### src/rtl/frame_sequencer_if.sv
// Bundles the game-control inputs and per-frame outputs of frame_sequencer.
// The master side is the top-level/keyboard logic; the slave side is the sequencer.
interface frame_sequencer_if;
    logic        start;
    logic        kb_reset;
    logic        is_collision;
    logic        player_step;
    logic        move_walls;
    logic [9:0]  rotation_offset;
    logic [12:0] Score;
    logic [1:0]  State;
    logic        invert_colors;

    modport master (
        output start, kb_reset, is_collision,
        input  player_step, move_walls, rotation_offset, Score, State, invert_colors
    );

    modport slave (
        input  start, kb_reset, is_collision,
        output player_step, move_walls, rotation_offset, Score, State, invert_colors
    );
endinterface

### src/rtl/frame_sequencer.sv
// Per-frame game scheduler: detects frame start from VGA_VS, runs IDLE/PLAY/DEAD
// and issues ordered player/wall strobes followed by rotation/score/speed updates.
module frame_sequencer #(
    parameter int FRAMES_PER_POINT = 60,
    parameter int START_WALL_DIV   = 4,
    parameter int SPEEDUP_POINTS   = 10
) (
    input  logic               Clk,
    input  logic               Reset,
    input  logic               VGA_VS,
    frame_sequencer_if.slave   bus
);

    typedef enum logic [1:0] {
        IDLE = 2'd0,
        PLAY = 2'd1,
        DEAD = 2'd2
    } state_t;

    localparam logic [15:0] FRAME_LAST    = 16'(FRAMES_PER_POINT - 1);
    localparam logic [7:0]  PTS_LAST      = 8'(SPEEDUP_POINTS - 1);
    localparam logic [3:0]  WALL_DIV_INIT = 4'(START_WALL_DIV);
    localparam logic [12:0] SCORE_MAX     = 13'd999;

    state_t      state_q, state_d;
    logic        play_entry;

    logic        vs_s1, vs_s2, vs_s3;
    logic        frame_tick;

    logic        coll_latch;
    logic        vld_p0, vld_p1;
    logic        seq_ok, seq_go, step_walls, step_update;

    logic        player_step_q, move_walls_q, invert_q, dir_neg;
    logic [9:0]  rot_q;
    logic [12:0] score_q;
    logic [15:0] frame_cnt;
    logic [7:0]  pts_cnt;
    logic [3:0]  wall_div, wall_cnt;

    logic        frame_wrap, score_inc, speedup;

    function automatic logic [9:0] rot_next(input logic [9:0] rot, input logic neg);
        if (neg)
            return (rot == 10'd0) ? 10'd359 : rot - 10'd1;
        return (rot == 10'd359) ? 10'd0 : rot + 10'd1;
    endfunction

    function automatic logic [12:0] score_sat_inc(input logic [12:0] s);
        return (s >= SCORE_MAX) ? SCORE_MAX : s + 13'd1;
    endfunction

    // VGA_VS is asynchronous; the first two flops resolve metastability.
    always_ff @(posedge Clk or posedge Reset) begin
        if (Reset) begin
            vs_s1 <= 1'b0;
            vs_s2 <= 1'b0;
            vs_s3 <= 1'b0;
        end else begin
            vs_s1 <= VGA_VS;
            vs_s2 <= vs_s1;
            vs_s3 <= vs_s2;
        end
    end

    assign frame_tick = vs_s3 & ~vs_s2;

    always_ff @(posedge Clk or posedge Reset) begin
        if (Reset) state_q <= IDLE;
        else       state_q <= state_d;
    end

    always_comb begin
        state_d    = state_q;
        play_entry = 1'b0;
        case (state_q)
            IDLE: begin
                if (!bus.kb_reset && bus.start) begin
                    state_d    = PLAY;
                    play_entry = 1'b1;
                end
            end
            PLAY: begin
                if (bus.kb_reset)                   state_d = IDLE;
                else if (frame_tick && coll_latch)  state_d = DEAD;
            end
            DEAD: begin
                if (bus.kb_reset) state_d = IDLE;
            end
            default: state_d = IDLE;
        endcase
    end

    // A new tick mid-sequence drops the remaining steps of the old one.
    assign seq_ok      = (state_q == PLAY) && !bus.kb_reset;
    assign seq_go      = seq_ok && frame_tick && !coll_latch;
    assign step_walls  = seq_ok && vld_p0 && !frame_tick;
    assign step_update = seq_ok && vld_p1 && !frame_tick;

    assign frame_wrap = (frame_cnt == FRAME_LAST);
    assign score_inc  = frame_wrap && (score_q != SCORE_MAX);
    assign speedup    = score_inc && (pts_cnt == PTS_LAST);

    always_ff @(posedge Clk or posedge Reset) begin
        if (Reset) begin
            coll_latch    <= 1'b0;
            vld_p0        <= 1'b0;
            vld_p1        <= 1'b0;
            player_step_q <= 1'b0;
            move_walls_q  <= 1'b0;
            invert_q      <= 1'b0;
            dir_neg       <= 1'b0;
            rot_q         <= 10'd0;
            score_q       <= 13'd0;
            frame_cnt     <= 16'd0;
            pts_cnt       <= 8'd0;
            wall_div      <= WALL_DIV_INIT;
            wall_cnt      <= 4'd0;
        end else begin
            // Stage T+1: player update strobe
            player_step_q <= seq_go;
            vld_p0        <= seq_go;
            vld_p1        <= step_walls;

            // Stage T+2: wall advance strobe
            move_walls_q  <= step_walls && (wall_cnt == 4'd0);
            if (step_walls)
                wall_cnt <= (wall_cnt == 4'd0) ? wall_div - 4'd1 : wall_cnt - 4'd1;

            // Stage T+3: rotation, score and difficulty
            if (step_update) begin
                rot_q     <= rot_next(rot_q, dir_neg);
                frame_cnt <= frame_wrap ? 16'd0 : frame_cnt + 16'd1;
                if (score_inc) begin
                    score_q <= score_sat_inc(score_q);
                    pts_cnt <= (pts_cnt == PTS_LAST) ? 8'd0 : pts_cnt + 8'd1;
                end
                if (speedup) begin
                    dir_neg  <= ~dir_neg;
                    invert_q <= ~invert_q;
                    if (wall_div > 4'd1) wall_div <= wall_div - 4'd1;
                end
            end

            if (play_entry)
                coll_latch <= 1'b0;
            else if (state_q == PLAY && bus.is_collision)
                coll_latch <= 1'b1;

            if (play_entry) begin
                rot_q     <= 10'd0;
                score_q   <= 13'd0;
                frame_cnt <= 16'd0;
                pts_cnt   <= 8'd0;
                wall_cnt  <= 4'd0;
                wall_div  <= WALL_DIV_INIT;
                dir_neg   <= 1'b0;
                invert_q  <= 1'b0;
            end
        end
    end

    assign bus.player_step     = player_step_q;
    assign bus.move_walls      = move_walls_q;
    assign bus.rotation_offset = rot_q;
    assign bus.Score           = score_q;
    assign bus.State           = state_q;
    assign bus.invert_colors   = invert_q;

endmodule
### src/flat_wrapper.sv
// flat-port wrapper written by rule: the top's interface ports become plain ports
module frame_sequencer_flat 
#(
    parameter int FRAMES_PER_POINT = 60,
    parameter int START_WALL_DIV   = 4,
    parameter int SPEEDUP_POINTS   = 10
)
  (Clk, Reset, VGA_VS, bus_start, bus_kb_reset, bus_is_collision, bus_player_step, bus_move_walls, bus_rotation_offset, bus_Score, bus_State, bus_invert_colors);
  frame_sequencer_if bus_i ();
  input  logic Clk;
  input  logic Reset;
  input  logic VGA_VS;
  input wire logic [$bits(bus_i.start)-1:0] bus_start;
  input wire logic [$bits(bus_i.kb_reset)-1:0] bus_kb_reset;
  input wire logic [$bits(bus_i.is_collision)-1:0] bus_is_collision;
  output wire logic [$bits(bus_i.player_step)-1:0] bus_player_step;
  output wire logic [$bits(bus_i.move_walls)-1:0] bus_move_walls;
  output wire logic [$bits(bus_i.rotation_offset)-1:0] bus_rotation_offset;
  output wire logic [$bits(bus_i.Score)-1:0] bus_Score;
  output wire logic [$bits(bus_i.State)-1:0] bus_State;
  output wire logic [$bits(bus_i.invert_colors)-1:0] bus_invert_colors;
  assign bus_i.start = bus_start;
  assign bus_i.kb_reset = bus_kb_reset;
  assign bus_i.is_collision = bus_is_collision;
  assign bus_player_step = bus_i.player_step;
  assign bus_move_walls = bus_i.move_walls;
  assign bus_rotation_offset = bus_i.rotation_offset;
  assign bus_Score = bus_i.Score;
  assign bus_State = bus_i.State;
  assign bus_invert_colors = bus_i.invert_colors;
  frame_sequencer #(.FRAMES_PER_POINT(FRAMES_PER_POINT), .START_WALL_DIV(START_WALL_DIV), .SPEEDUP_POINTS(SPEEDUP_POINTS)) u_core (.Clk(Clk), .Reset(Reset), .VGA_VS(VGA_VS), .bus(bus_i));
endmodule
### config.mk
export PLATFORM = sky130hd
export DESIGN_NAME = frame_sequencer_flat
export DESIGN_NICKNAME = d
export VERILOG_FILES = /design/src/rtl/frame_sequencer_if.sv /design/src/rtl/frame_sequencer.sv /design/src/flat_wrapper.sv
export SDC_FILE = /design/constraint.sdc
export NUM_CORES = 1
export LEC_CHECK = 0
export BUFFER_PORTS_ARGS = -buffer_cell sky130_fd_sc_hd__buf_4
export CAP_MARGIN = 40
export CORE_UTILIZATION = 54
export DETAILED_ROUTE_END_ITERATION = 6
export HOLD_SLACK_MARGIN = 0.06
export PLACE_DENSITY = 0.76
export REMOVE_ABC_BUFFERS = 1
export SLEW_MARGIN = 15
export SYNTH_ARGS = -nofsm -noshare
export SYNTH_HDL_FRONTEND = slang
export SYNTH_SLANG_ARGS = --single-unit
### constraint.sdc
create_clock -name Clk -period 2.1 [get_ports Clk]
set_clock_uncertainty 0.2 [all_clocks]
set_input_delay 0.21 -clock Clk [delete_from_list [all_inputs] [get_ports Clk]]
set_output_delay 0.21 -clock Clk [all_outputs]
set_load 0.02 [all_outputs]
; Word-level counts from Yosys, hierarchy flattened
; Index checks and enable logic that the tools add are counted.
[totals]
reg_bits = 66
elab_cells = 108
input_bits = 6
[op_classes]
n_reduce_logical = 29
add_sub_neg = 7
eq_ne = 9
bitwise_logic = 4
magnitude_cmp = 2
n_mux = 41
[ops]
columns = operator, n
row1 = 2-to-1 mux 10 bit, 6
row2 = 2-to-1 mux 13 bit, 4
row3 = 2-to-1 mux 16 bit, 3
row4 = 2-to-1 mux 8 bit, 4
row5 = 2-to-1 mux 4 bit, 7
row6 = "adder 16 x 1 -> 16 bit, second input constant", 1
row7 = "equality test 16 x 6 -> 1 bit, second input constant", 1
row8 = "adder 13 x 1 -> 13 bit, second input constant", 1
row9 = ">= comparator 13 x 10 -> 1 bit, second input constant", 1
row10 = logical AND 1 bit, 13
row11 = "!= test 13 x 10 -> 1 bit, second input constant", 1
row12 = 2-to-1 mux 1 bit, 12
row13 = nonzero test 2 bit, 6
row14 = "adder 10 x 1 -> 10 bit, second input constant", 1
row15 = "equality test 10 x 9 -> 1 bit, second input constant", 1
row16 = zero test 10 bit, 1
row17 = "subtractor 10 x 1 -> 10 bit, second input constant", 1
row18 = "adder 8 x 1 -> 8 bit, second input constant", 1
row19 = "equality test 8 x 4 -> 1 bit, second input constant", 1
row20 = 2-to-1 mux 2 bit, 4
row21 = "subtractor 4 x 1 -> 4 bit, second input constant", 2
row22 = case mux 2 bit (3 select lines), 1
row23 = AND reduction 3 bit, 2
row24 = "greater-than comparator 4 x 1 -> 1 bit, second input constant", 1
row25 = other kinds (11), 16

; Depth between registers and ports, before layout
; Gate-level depths: netlist of run 1.
[logic_depth]
ltp_word = 8
mapped_depth = 7

; Worst setup path after synthesis of run 1
; No wires, ideal clock.
[synth_timing]
path_type = register -> register
startpoint = reg u_core.rot_q[0] (netlist: u_core.bus.rotation_offset[0])
endpoint = reg u_core.rot_q[3] (netlist: u_core.bus.rotation_offset[3])
period_less_slack_ns = 2.346
setup_slack_ns = -0.246
arrival_time_ns = 1.999
t_required_ns = 1.753
path_stages_with_launch = 7
setup_time_ns = 0.147
path_buffers = 0
path_cell_list = dfrtp_1 > inv_1 > ha_1 > nor4b_1 > nand3b_1 > a311oi_1 > o311ai_0
[synth_via]
elab_chain_cells = 6
elab_cells_between_ends = 10
[synth_lines]
columns = item, line_no
row1 = start: declaration, frame_sequencer.sv:36  ; logic [9:0] rot_q;
row2 = start signal: assignment, frame_sequencer.sv:133  ; rot_q <= rot_next(rot_q, dir_neg);
row3 = subtractor 10 x 1 -> 10 bit or zero test 10 bit (tied branches), frame_sequencer.sv:46  ; return (rot == 10'd0) ? 10'd359 : rot - 10'd1;
row4 = 2-to-1 mux 10 bit, frame_sequencer.sv:46
row5 = 2-to-1 mux 10 bit, frame_sequencer.sv:45  ; if (neg)
row6 = 2-to-1 mux 10 bit *, frame_sequencer.sv:47  ; return (rot == 10'd359) ? 10'd0 : rot + 10'd1;
row7 = 2-to-1 mux 10 bit *, frame_sequencer.sv:132  ; if (step_update) begin
row8 = 2-to-1 mux 10 bit *, frame_sequencer.sv:151  ; if (play_entry) begin
; Every way passes the cells marked *; elsewhere a longest branch is shown, timed or not. The select of a mux whose other input is x is not followed.
; A chain may end at the register's enable or synchronous reset.

; Worst setup path in the final report of run 1
[layout_timing]
startpoint = reg u_core.frame_cnt[7]
endpoint = reg u_core.pts_cnt[2]
[layout_via]
elab_chain_cells = 4
[layout_lines]
columns = item, line_no
row1 = start: declaration, frame_sequencer.sv:38  ; logic [15:0] frame_cnt;
row2 = start signal: assignment, frame_sequencer.sv:134  ; frame_cnt <= frame_wrap ? 16'd0 : frame_cnt + 16'd1;
row3 = equality test 16 x 6 -> 1 bit, frame_sequencer.sv:101  ; assign frame_wrap = (frame_cnt == FRAME_LAST);
row4 = logical AND 1 bit, frame_sequencer.sv:102  ; assign score_inc = frame_wrap && (score_q != SCORE_MAX);
row5 = nonzero test 2 bit (no line), n/a
row6 = AND reduction 2 bit (no line), n/a
row7 = end signal: assignment, frame_sequencer.sv:137  ; pts_cnt <= (pts_cnt == PTS_LAST) ? 8'd0 : pts_cnt + 8'd1;
row8 = end: declaration, frame_sequencer.sv:39  ; logic [7:0] pts_cnt;
; Every way passes these cells.

==> results of run 1 <==
[report_power, final]
group / switching [mW] / internal [mW] / total [mW]
clock: 0.539 / 0.583 / 1.12
combinational: 0.129 / 0.0998 / 0.229
sequential: 0.0187 / 1.29 / 1.31
total: 0.687 / 1.98 / 2.66
[path summary, 6_finish.rpt]
kind / to / cells past startpoint / startpoint
max: u_core.pts_cnt[2] / 8 / u_core.frame_cnt[7]
min: u_core.vld_p0 / 4 / bus_kb_reset
max reg2reg: u_core.pts_cnt[2] / 8 / u_core.frame_cnt[7]
min reg2reg: u_core.vs_s2 / 0 / u_core.vs_s1
max in group asynchronous: u_core.wall_div[2] / 4 / Reset
min in group asynchronous: u_core.bus.State[1] / 3 / Reset
[cells in the mapped netlist (2+ instances only)]
library cell / instances
nand2b_1: 3
o22ai_1: 2
xnor2_1: 14
a311oi_1: 4
o21a_1: 2
inv_1: 12
clkbuf_1: 16
or2_2: 2
o211ai_1: 4
and4_1: 5
nand2_1: 37
a21o_1: 3
xor2_1: 3
nand3_2: 2
ha_1: 9
or4_1: 3
a211oi_1: 5
a22o_1: 3
nand3_1: 21
or3_1: 8
nor3b_1: 3
nor4_1: 12
dfrtp_1: 65
mux2i_1: 6
a31oi_1: 3
nor3_1: 17
o31ai_1: 9
nand4_1: 8
nor2b_1: 3
nor2_1: 35
a21oi_1: 25
buf_2: 6
o21ai_0: 20
a31o_1: 3
nor4b_2: 2
and3_1: 14
nor4b_1: 7
o221ai_1: 2
[sequential cells by signal, summed over array words and instances, names as in the netlist]
signal	flops
u_core.coll_latch	1
u_core.vld_p1	1
u_core.vs_s1	1
u_core.bus.invert_colors	1
u_core.pts_cnt	8
u_core.frame_cnt	16
u_core.dir_neg	1
u_core.bus.Score	13
u_core.bus.rotation_offset	10
u_core.wall_div	4
u_core.bus.State	2
u_core.wall_cnt	4
u_core.bus.move_walls	1
u_core.vs_s3	1
u_core.vld_p0	1
u_core.vs_s2	1
[worst max-delay path: cells and delay by family (launching register included)]
family,cells,cell delay [ns]
simple gates,3,0.56
compound gates,2,0.39
flops,1,0.40
buf+inv,3,0.50
[kinds of logic (layout without fill, tap and decap cells)]
kind of cell               Yosys count  after routing
xor gates and xnor gates            17             17
DFF                                 66             66
muxes                                6              6
buffers and inverters               35            142
adders and majority gates            9              9
and+or+nand+nor                    188            188
AOI/OAI and AO/OA                   94             94
[routing by layer]
metal | global-route usage (%) | share of wire [%] | up-vias
met5 | 0 | 0 | -
met4 | 13.2 | 1.9 | 0
met3 | 4.43 | 4.7 | 20
met2 | 47.5 | 52 | 140
met1 | 38.3 | 41 | 1844
li1 | - | - | 1752
[metrics by stage]
stage	utilization [%]	std cells	total power [mW]	hold WS, ns
2_1_floorplan	-	393	1.43	0.0414
3_3_place_gp	67.8	575	1.53	-0.00262
3_5_place_dp	67.8	575	1.54	0.00774
4_1_cts	73.1	598	2.65	0.155
5_1_grt	76.3	602	2.73	0.174
6_report	76.3	602	2.66	0.169
[timing repair]
item	in CTS	in global routing
setup endpoints to repair	32	44
resized for setup	19	42
setup buffers	2	3
cloned	1	1
hold endpoints to repair	68	0
hold buffers	4	0
pin swaps	4	21
[area by class of cell]
| cell class | count | area (um2) | area share (%) |
|---|---|---|---|
| inverters | 13 | 48.8 | 0.946 |
| multi-input cells | 314 | 2240 | 43.5 |
| flip-flops and latches | 66 | 1650 | 32.0 |
| well taps | 80 | 100 | 1.94 |
| repair buffers | 113 | 910 | 17.6 |
| clock buffers | 10 | 138 | 2.67 |
| clock inverters | 6 | 65.1 | 1.26 |
==> metrics, run 1 <==
outcome finished with violations; failing checks setup timing; CORE AREA approximately 6800 um2; cell taking the most area after synthesis dfrtp_1; complex-gate fraction of the synthesized area ~16%; vias in the first global route between 3000 and 4000; Tightest Pin Transition about 0.5 ns; Reg clk slew, reported paths approximately 0.080 ns; worst setup path class flop to flop; Seq/Total Area, Yosys about 44%; antenna violations before repair 0; starting density of the core between 50% and 60%; VDD IR max between 0.4 and 0.5 mV; Post-synth EDFFs 0; top-area cell type share of the netlist area a little over two fifths; power per cell area between 500 and 600 nW/um2; Final Max Tran Viols 0; Post-Synth XOR/XNOR Area 3.94%; post-synthesis mux area share ~1.6%; TNS Setup -0.136 ns; fin worst setup slack -0.0562 ns; worst hold path type input port to flop; Initial DRT Pass Iterations 5; critical path fanouts, max 5; post-synthesis adder-cell area fraction 2.98%; layout cell share with drive strength beyond 1 about a third; mean area per synthesized cell about 9.1 um2; max-cap violation count 0; largest net degree at the start of global routing 28; share of flip-flops with an asynchronous set or reset between 90% and 100%; post-DP HPWL ~6700 um; gr usage total 29.0%; CP max stage delay roughly 0.40 ns; unrepaired setup endpoints after global routing yes; yosys warns 0; Data required, critical path 2.14 ns; CP Capture Type flop; post-route antenna net violation count 0; # rows 30; clock sink count 66; crit-path most repeated cell buf_6; # IOs 34; P_leak 2.30 nW; dpl cell area approximately 4600 um2; commonest cells after routing, fill and taps aside 100 x buf_4, 65 x dfrtp_1, 37 x nand2_1; WL/cell about 18 um; Gate Count Post-Synth ~420; most common cell after layout, fill and taps aside buf_4; total number of vias ~3800; Max Root-Sink Buffers 2; CTS root buffer clkbuf_8; total CTS buffers 9; Tcrit/Tclk final 103%; die area about 7300 um2; Synth Register Bits 66; Iter 0 DRT Violations 284; GR Overflow Total 0; slowest cell on the critical path dfrtp_1; H-tree depth 3; Clk Latency, worst-skew pair roughly 0.35 ns; min cycle time layout roughly 2.2 ns; die width between 80 and 90 um; synth top area cells dfrtp_1 43%, nand2_1 3.7%, nor2_1 3.5%; Via density 6.24; setup violators final 4; Startpoint Class flop; CP Cell Sequence nor4_2, buf_4, nand4_1, buf_6, nor3_4, buf_6, a31oi_4, a311oi_2; nets about 530; Cell Area, Synth about 3800 um2; Total Wirelength 11100 um; routability congestion estimate 0.913; Yosys cell types 55; Die Span Y about 86 um; drt drc 0; CTS tree built; fillers 474; Max Clk Rate between 400 and 500 MHz; Crit path arrival time around 2.2 ns; worst rel slew slack approximately two thirds; register-to-register setup slack -0.06 ns; Top FF cell, synth dfrtp_1; Simple-Gate Fraction of Synth Area between 20% and 30%; Syn-to-layout area delta 36.6%; dpl ws -0.120 ns; n_diodes 0; global-route wire length before repair around 17000 um; largest family of logic cells by synthesized area simple AND/OR/NAND/NOR gates; finished layout cell area just over 5000 um2; number of buffers added on ports 33; final hold violations 0
Power figures use the tool's default switching activity.
==> run 2: changes to the inputs <==
--- a/config.mk
+++ b/config.mk
@@ -7,10 +7,10 @@
 export LEC_CHECK = 0
 export BUFFER_PORTS_ARGS = -buffer_cell sky130_fd_sc_hd__buf_4
 export CAP_MARGIN = 40
-export CORE_UTILIZATION = 54
+export CORE_UTILIZATION = 64
 export DETAILED_ROUTE_END_ITERATION = 6
 export HOLD_SLACK_MARGIN = 0.06
-export PLACE_DENSITY = 0.76
+export PLACE_DENSITY = 0.85
 export REMOVE_ABC_BUFFERS = 1
 export SLEW_MARGIN = 15
 export SYNTH_ARGS = -nofsm -noshare
==> constraint.sdc (replaced) <==
create_clock -name Clk -period 2.8 [get_ports Clk]
set_clock_uncertainty 0.2 [all_clocks]
set_input_delay 0.28 -clock Clk [delete_from_list [all_inputs] [get_ports Clk]]
set_output_delay 0.28 -clock Clk [all_outputs]
set_load 0.02 [all_outputs]
==> run 2 against run 1 <==
Compared with the run above: the flow now finishes without violations; register-to-register slack improved by 0.36 ns; clock-buffer cell count unchanged; flip-flop and latch count unchanged; clock power decreased by 12%; sequential share of layout area increased by 5.4 points; largest power group unchanged; via count decreased by 8.9%; die area decreased by 15%; design area decreased by 14%; worst setup slack improved by 0.36 ns; routed wire length decreased by 17%.
==> metrics, run 2 (synthesized netlist as in run 1, its figures left out) <==
outcome finished clean; Max Root-Sink Buffers 2 (unchanged); unrepaired setup endpoints after global routing no; Final Max Tran Viols 0 (unchanged); gr usage total 32.8% (+3.7 points); Final Power 2.09 mW (-22%); antenna violations before repair 0 (unchanged); vias in the first global route 3268 (-7.8%); number of buffers added on ports 33 (unchanged); power per cell area 473 nW/um2 (-8.5%); total number of vias 3422 (-8.9%); clock sink count 66 (unchanged); Setup Fix Bufs, Post-CTS 0 (-2); fillers 372 (-22%); Via density 6.47 (+3.7%); die width 78.8 um (-8.0%); # IOs 34 (unchanged); Die Span Y 78.8 um (-8.0%); Startpoint Class flop; total CTS buffers 9 (unchanged); global-route wire length before repair 15600 um (-6.9%); Tightest Pin Transition 0.844 ns (+0.330 ns); min cycle time layout 2.50 ns (+0.343 ns); layout cell share with drive strength beyond 1 16.0% (-17 points); Crit path arrival time 2.51 ns (+0.31 ns); VDD IR max 0.411 mV (+1.8%); H-tree depth 3 (unchanged); Largest register FFs 16 (unchanged); worst setup path class flop to flop; Syn-to-layout area delta 17.0%; Iter 0 DRT Violations 402 (+42%); register area 1650 um2 (unchanged); Multi-input gate area 2000 um2 (-11%); largest net degree at the start of global routing 35 (+25%); P_leak 1.94 nW (-16%); critical path fanouts, max 7 (+2); GR Overflow Total 0 (unchanged); Max Clk Rate 400 MHz (-14%); drt drc 0 (unchanged); n_diodes 0 (unchanged); hold-fix buffers at CTS 4 (unchanged); Data required, critical path 2.81 ns (+0.67 ns); Total Wirelength 9140 um (-17%); max-cap violation count 0 (unchanged); worst hold path type flop to flop; CTS tree built; post-route antenna net violation count 0 (unchanged); Initial DRT Pass Iterations 6 (+1); CORE AREA 5610 um2 (-17%); final hold violations 0 (unchanged); setup violators final 0 (-4); CTS root buffer clkbuf_8; CP Capture Type flop; most common cell after layout, fill and taps aside dfrtp_1; starting density of the core 67.3% (+11 points); Most flops, register u_core.frame_cnt; WL/cell 17.3 um (-6.1%); Clk Latency, worst-skew pair 0.35 ns (about the same); nets 467 (-12%); post_cts resized 0 (-19); die area 6210 um2 (-15%); # rows 27 (-10%); Reg clk slew, reported paths 0.08 ns (about the same); hold_ws 0.170 ns (+0.00178 ns); routability congestion estimate 0.909 (-0.46%); Tcrit/Tclk final 89.3% (-13 points); commonest cells after routing, fill and taps aside 65 x dfrtp_1, 43 x buf_4, 37 x nand2_1; worst rel slew slack 43.6% (-22 points); post-DP HPWL 6030 um (-11%)
-- run 2: cell count changes in the layout (fill, tap and decap cells not counted), moves of 4 or more --
cell	change
nor4_2	-4
nor4_1	+6
a21oi_1	+4
buf_4	-57
nor4b_1	+4
buf_6	-7
-- run 2: worst paths after layout --
| path | from | end | slack, ns | depth (start not counted) |
|---|---|---|---|---|
| max | u_core.bus.rotation_offset[0] | u_core.bus.rotation_offset[3] | 0.30 | 6 |
| min | u_core.vs_s1 | u_core.vs_s2 | 0.17 | 0 |
| max reg2reg | u_core.bus.rotation_offset[0] | u_core.bus.rotation_offset[3] | 0.30 | 6 |
| min reg2reg | u_core.vs_s1 | u_core.vs_s2 | 0.17 | 0 |
| max in group asynchronous | Reset | u_core.bus.rotation_offset[9] | 1.32 | 4 |
| min in group asynchronous | Reset | u_core.vs_s1 | 0.44 | 3 |
-- run 2: routing by layer --
metal / vias up / wire [um] / track usage, %
met5: - / 0 / 0
met1: 1630 / 3930 / 43.3
li1: 1614 / - / -
met2: 156 / 4390 / 52.8
met4: 0 / 211 / 13.1
met3: 22 / 612 / 6.78
-- run 2: power breakdown --
| part | leakage [nW] | internal, mW | switching (mW) |
|---|---|---|---|
| registers | 0.906 | 0.970 | 0.0184 |
| logic | 0.922 | 0.0431 | 0.0752 |
| clock network | 0.117 | 0.595 | 0.385 |
-- run 2: worst max-delay path, stage by stage (launching register included) --
cell      delay [ns]
dfrtp_1         0.45
inv_1           0.17
ha_1            0.21
nor4b_1         0.67
nand3b_1        0.22
a311oi_1        0.31
o311ai_0        0.14
-- run 2: cell type report --
type,count,area share [%]
sequential,66,37.4
clock buffer,10,2.89
inverter,13,1.11
clock inverter,6,2.61
tap,72,2.04
multi-input combinational,314,45.3
timing repair buffer,48,8.67
-- run 2: metrics by stage --
step	setup WS (ns)	util [%]	cells	area (um2)	setup TNS [ns]
floorplan	-0.430	-	393	3680	-5.85
global placement	0.429	73.7	509	4130	0
detailed placement	0.399	73.7	509	4130	0
global route	0.129	78.7	529	4420	0
CTS	0.363	78.7	529	4420	0
finish	0.301	78.7	529	4420	0
==> run 3: changes to the inputs <==
--- a/config.mk
+++ b/config.mk
@@ -5,14 +5,13 @@
 export SDC_FILE = /design/constraint.sdc
 export NUM_CORES = 1
 export LEC_CHECK = 0
-export BUFFER_PORTS_ARGS = -buffer_cell sky130_fd_sc_hd__buf_4
+export BUFFER_PORTS_ARGS = -buffer_cell sky130_fd_sc_hd__buf_2
 export CAP_MARGIN = 40
 export CORE_UTILIZATION = 64
 export DETAILED_ROUTE_END_ITERATION = 6
 export HOLD_SLACK_MARGIN = 0.06
 export PLACE_DENSITY = 0.85
 export REMOVE_ABC_BUFFERS = 1
-export SLEW_MARGIN = 15
 export SYNTH_ARGS = -nofsm -noshare
 export SYNTH_HDL_FRONTEND = slang
 export SYNTH_SLANG_ARGS = --single-unit
==> run 3 against run 2 <==
Compared with the run above: hold slack worse by 0.0053 ns; critical path depth is 1 higher; first-iteration DRC count is 35% lower; flip-flop and latch count stayed put; via count is 1.2% higher; sequential share of layout area is 1.1 points higher; worst setup slack better by 0.0087 ns.
==> metrics, run 3 (synthesized netlist as in run 1, its figures left out) <==
outcome finished clean; Final Power 1.89 mW (-9.4%); Tightest Pin Transition 0.819 ns (-0.0242 ns); Most flops, register u_core.frame_cnt; most common cell after layout, fill and taps aside dfrtp_1; min cycle time layout 2.49 ns (-0.00867 ns); Via density 6.55 (+1.2%); post_cts resized 0 (unchanged); fin worst setup slack 0.310 ns (+0.00867 ns); worst rel slew slack 45.2% (+1.6 points); dpl ws 0.451 ns (+0.0517 ns); starting density of the core 67.3% (unchanged); post-route antenna net violation count 0 (unchanged); post-DP HPWL 5970 um (-0.96%); antenna violations before repair 0 (unchanged); n_diodes 0 (unchanged); Clk Latency, worst-skew pair 0.35 ns (about the same); critical path fanouts, max 9 (+2); CORE AREA 5610 um2 (unchanged); Max Root-Sink Buffers 2 (unchanged); vias in the first global route 3347 (+2.4%); Largest register FFs 16 (unchanged); Total Wirelength 8810 um (-3.6%); setup violators final 0 (unchanged); number of buffers added on ports 33 (unchanged); CP Capture Type flop; total CTS buffers 9 (unchanged); # rows 27 (unchanged); final core occ 76.4% (-2.3 points); power per cell area 441 nW/um2 (-6.6%); GR Overflow Total 0 (unchanged); unrepaired setup endpoints after global routing no; drt drc 0 (unchanged); clock sink count 66 (unchanged); gr usage total 30.9% (-1.9 points); worst hold path type flop to flop; routability congestion estimate 0.878 (-3.4%); P_leak 1.92 nW (-1.0%); Tcrit/Tclk final 88.9% (-0.31 points); CTS root buffer clkbuf_8; # IOs 34 (unchanged); Max Clk Rate 402 MHz (+0.35%); die area 6210 um2 (unchanged); worst setup path class input port to flop; Data required, critical path 2.87 ns (+0.06 ns); Iter 0 DRT Violations 261 (-35%); Initial DRT Pass Iterations 4 (-2); WL/cell 16.7 um (-3.6%); Die Span Y 78.8 um (unchanged); final hold violations 0 (unchanged); total number of vias 3464 (+1.2%); Final Max Tran Viols 0 (unchanged); Crit path arrival time 2.56 ns (+0.05 ns); H-tree depth 3 (unchanged); CTS tree built; VDD IR max 0.347 mV (-16%); max-cap violation count 0 (unchanged); Reg clk slew, reported paths 0.07 ns (about the same); global-route wire length before repair 15000 um (-3.9%); largest net degree at the start of global routing 41 (+17%); nets 467 (unchanged); Syn-to-layout area delta 13.5%; Startpoint Class input port; hold_ws 0.165 ns (-0.00530 ns); commonest cells after routing, fill and taps aside 65 x dfrtp_1, 37 x nand2_1, 35 x nor2_1; layout cell share with drive strength beyond 1 16.2% (+0.22 points); die width 78.8 um (unchanged)
==> run 3: cell types whose count changed in the layout (fill, tap and decap cells not counted), sizes merged <==
cell	change
clkbuf	-1
clkinv	+3
bufinv	-2
==> run 3: per-layer routing <==
layer / wire length, um / up-vias / global-route usage (%) / share of wire (%)
li1: - / 1609 / - / -
met1: 3850 / 1680 / 38.7 / 44
met2: 4200 / 142 / 50.1 / 48
met3: 551 / 33 / 7.93 / 6.3
met4: 206 / 0 / 14.1 / 2.3
met5: 0 / - / 0 / 0
==> run 3: final cells by class <==
| cell class | count | area [um2] |
|---|---|---|
| Inverter | 13 | 48.8 |
| Multi-Input combinational cell | 314 | 2000 |
| Sequential cell | 66 | 1650 |
| Timing Repair Buffer | 48 | 300 |
| Clock buffer | 9 | 124 |
| Tap cell | 72 | 90.1 |
| Fill cell | 414 | 1320 |
| Clock inverter | 7 | 70.1 |
==> run 3: power breakdown <==
part | switching (mW) | total [mW] | internal, mW
clock network | 0.381 | 0.789 | 0.409
logic | 0.0740 | 0.114 | 0.0396
registers | 0.0179 | 0.989 | 0.971
==> run 3: worst paths after layout <==
| path | end | slack (ns) | cells after the start | startpoint |
|---|---|---|---|---|
| worst max-delay path | u_core.pts_cnt[6] | 0.31 | 7 | bus_kb_reset |
| worst min-delay path | u_core.vs_s2 | 0.17 | 0 | u_core.vs_s1 |
| worst max register to register | u_core.pts_cnt[6] | 0.43 | 5 | u_core.frame_cnt[13] |
| worst min register to register | u_core.vs_s2 | 0.17 | 0 | u_core.vs_s1 |
| max in group asynchronous | u_core.frame_cnt[4] | 1.45 | 4 | Reset |
| min in group asynchronous | u_core.wall_cnt[2] | 0.34 | 3 | Reset |
==> run 3: repair_timing <==
item | CTS | global route
hold buffers | 4 | 0
hold endpoints to repair | 28 | 0
setup buffers | 0 | 0
==> run 3: per-stage QoR <==
stage               cells  area [um2]  TNS (ns)
global placement      509        4050         0
floorplan             393        3680     -5.85
global route          529        4280         0
CTS                   529        4280         0
finish                529        4280         0
detailed placement    509        4050         0
==> run 3: worst max-delay path, stage by stage <==
cell and delay (ns):
dlygate4sd3_1 0.54, buf_2 0.17, nor3b_4 0.32, and3_1 0.33, nand3_2 0.20, or4_1 0.55
a21oi_1 0.16
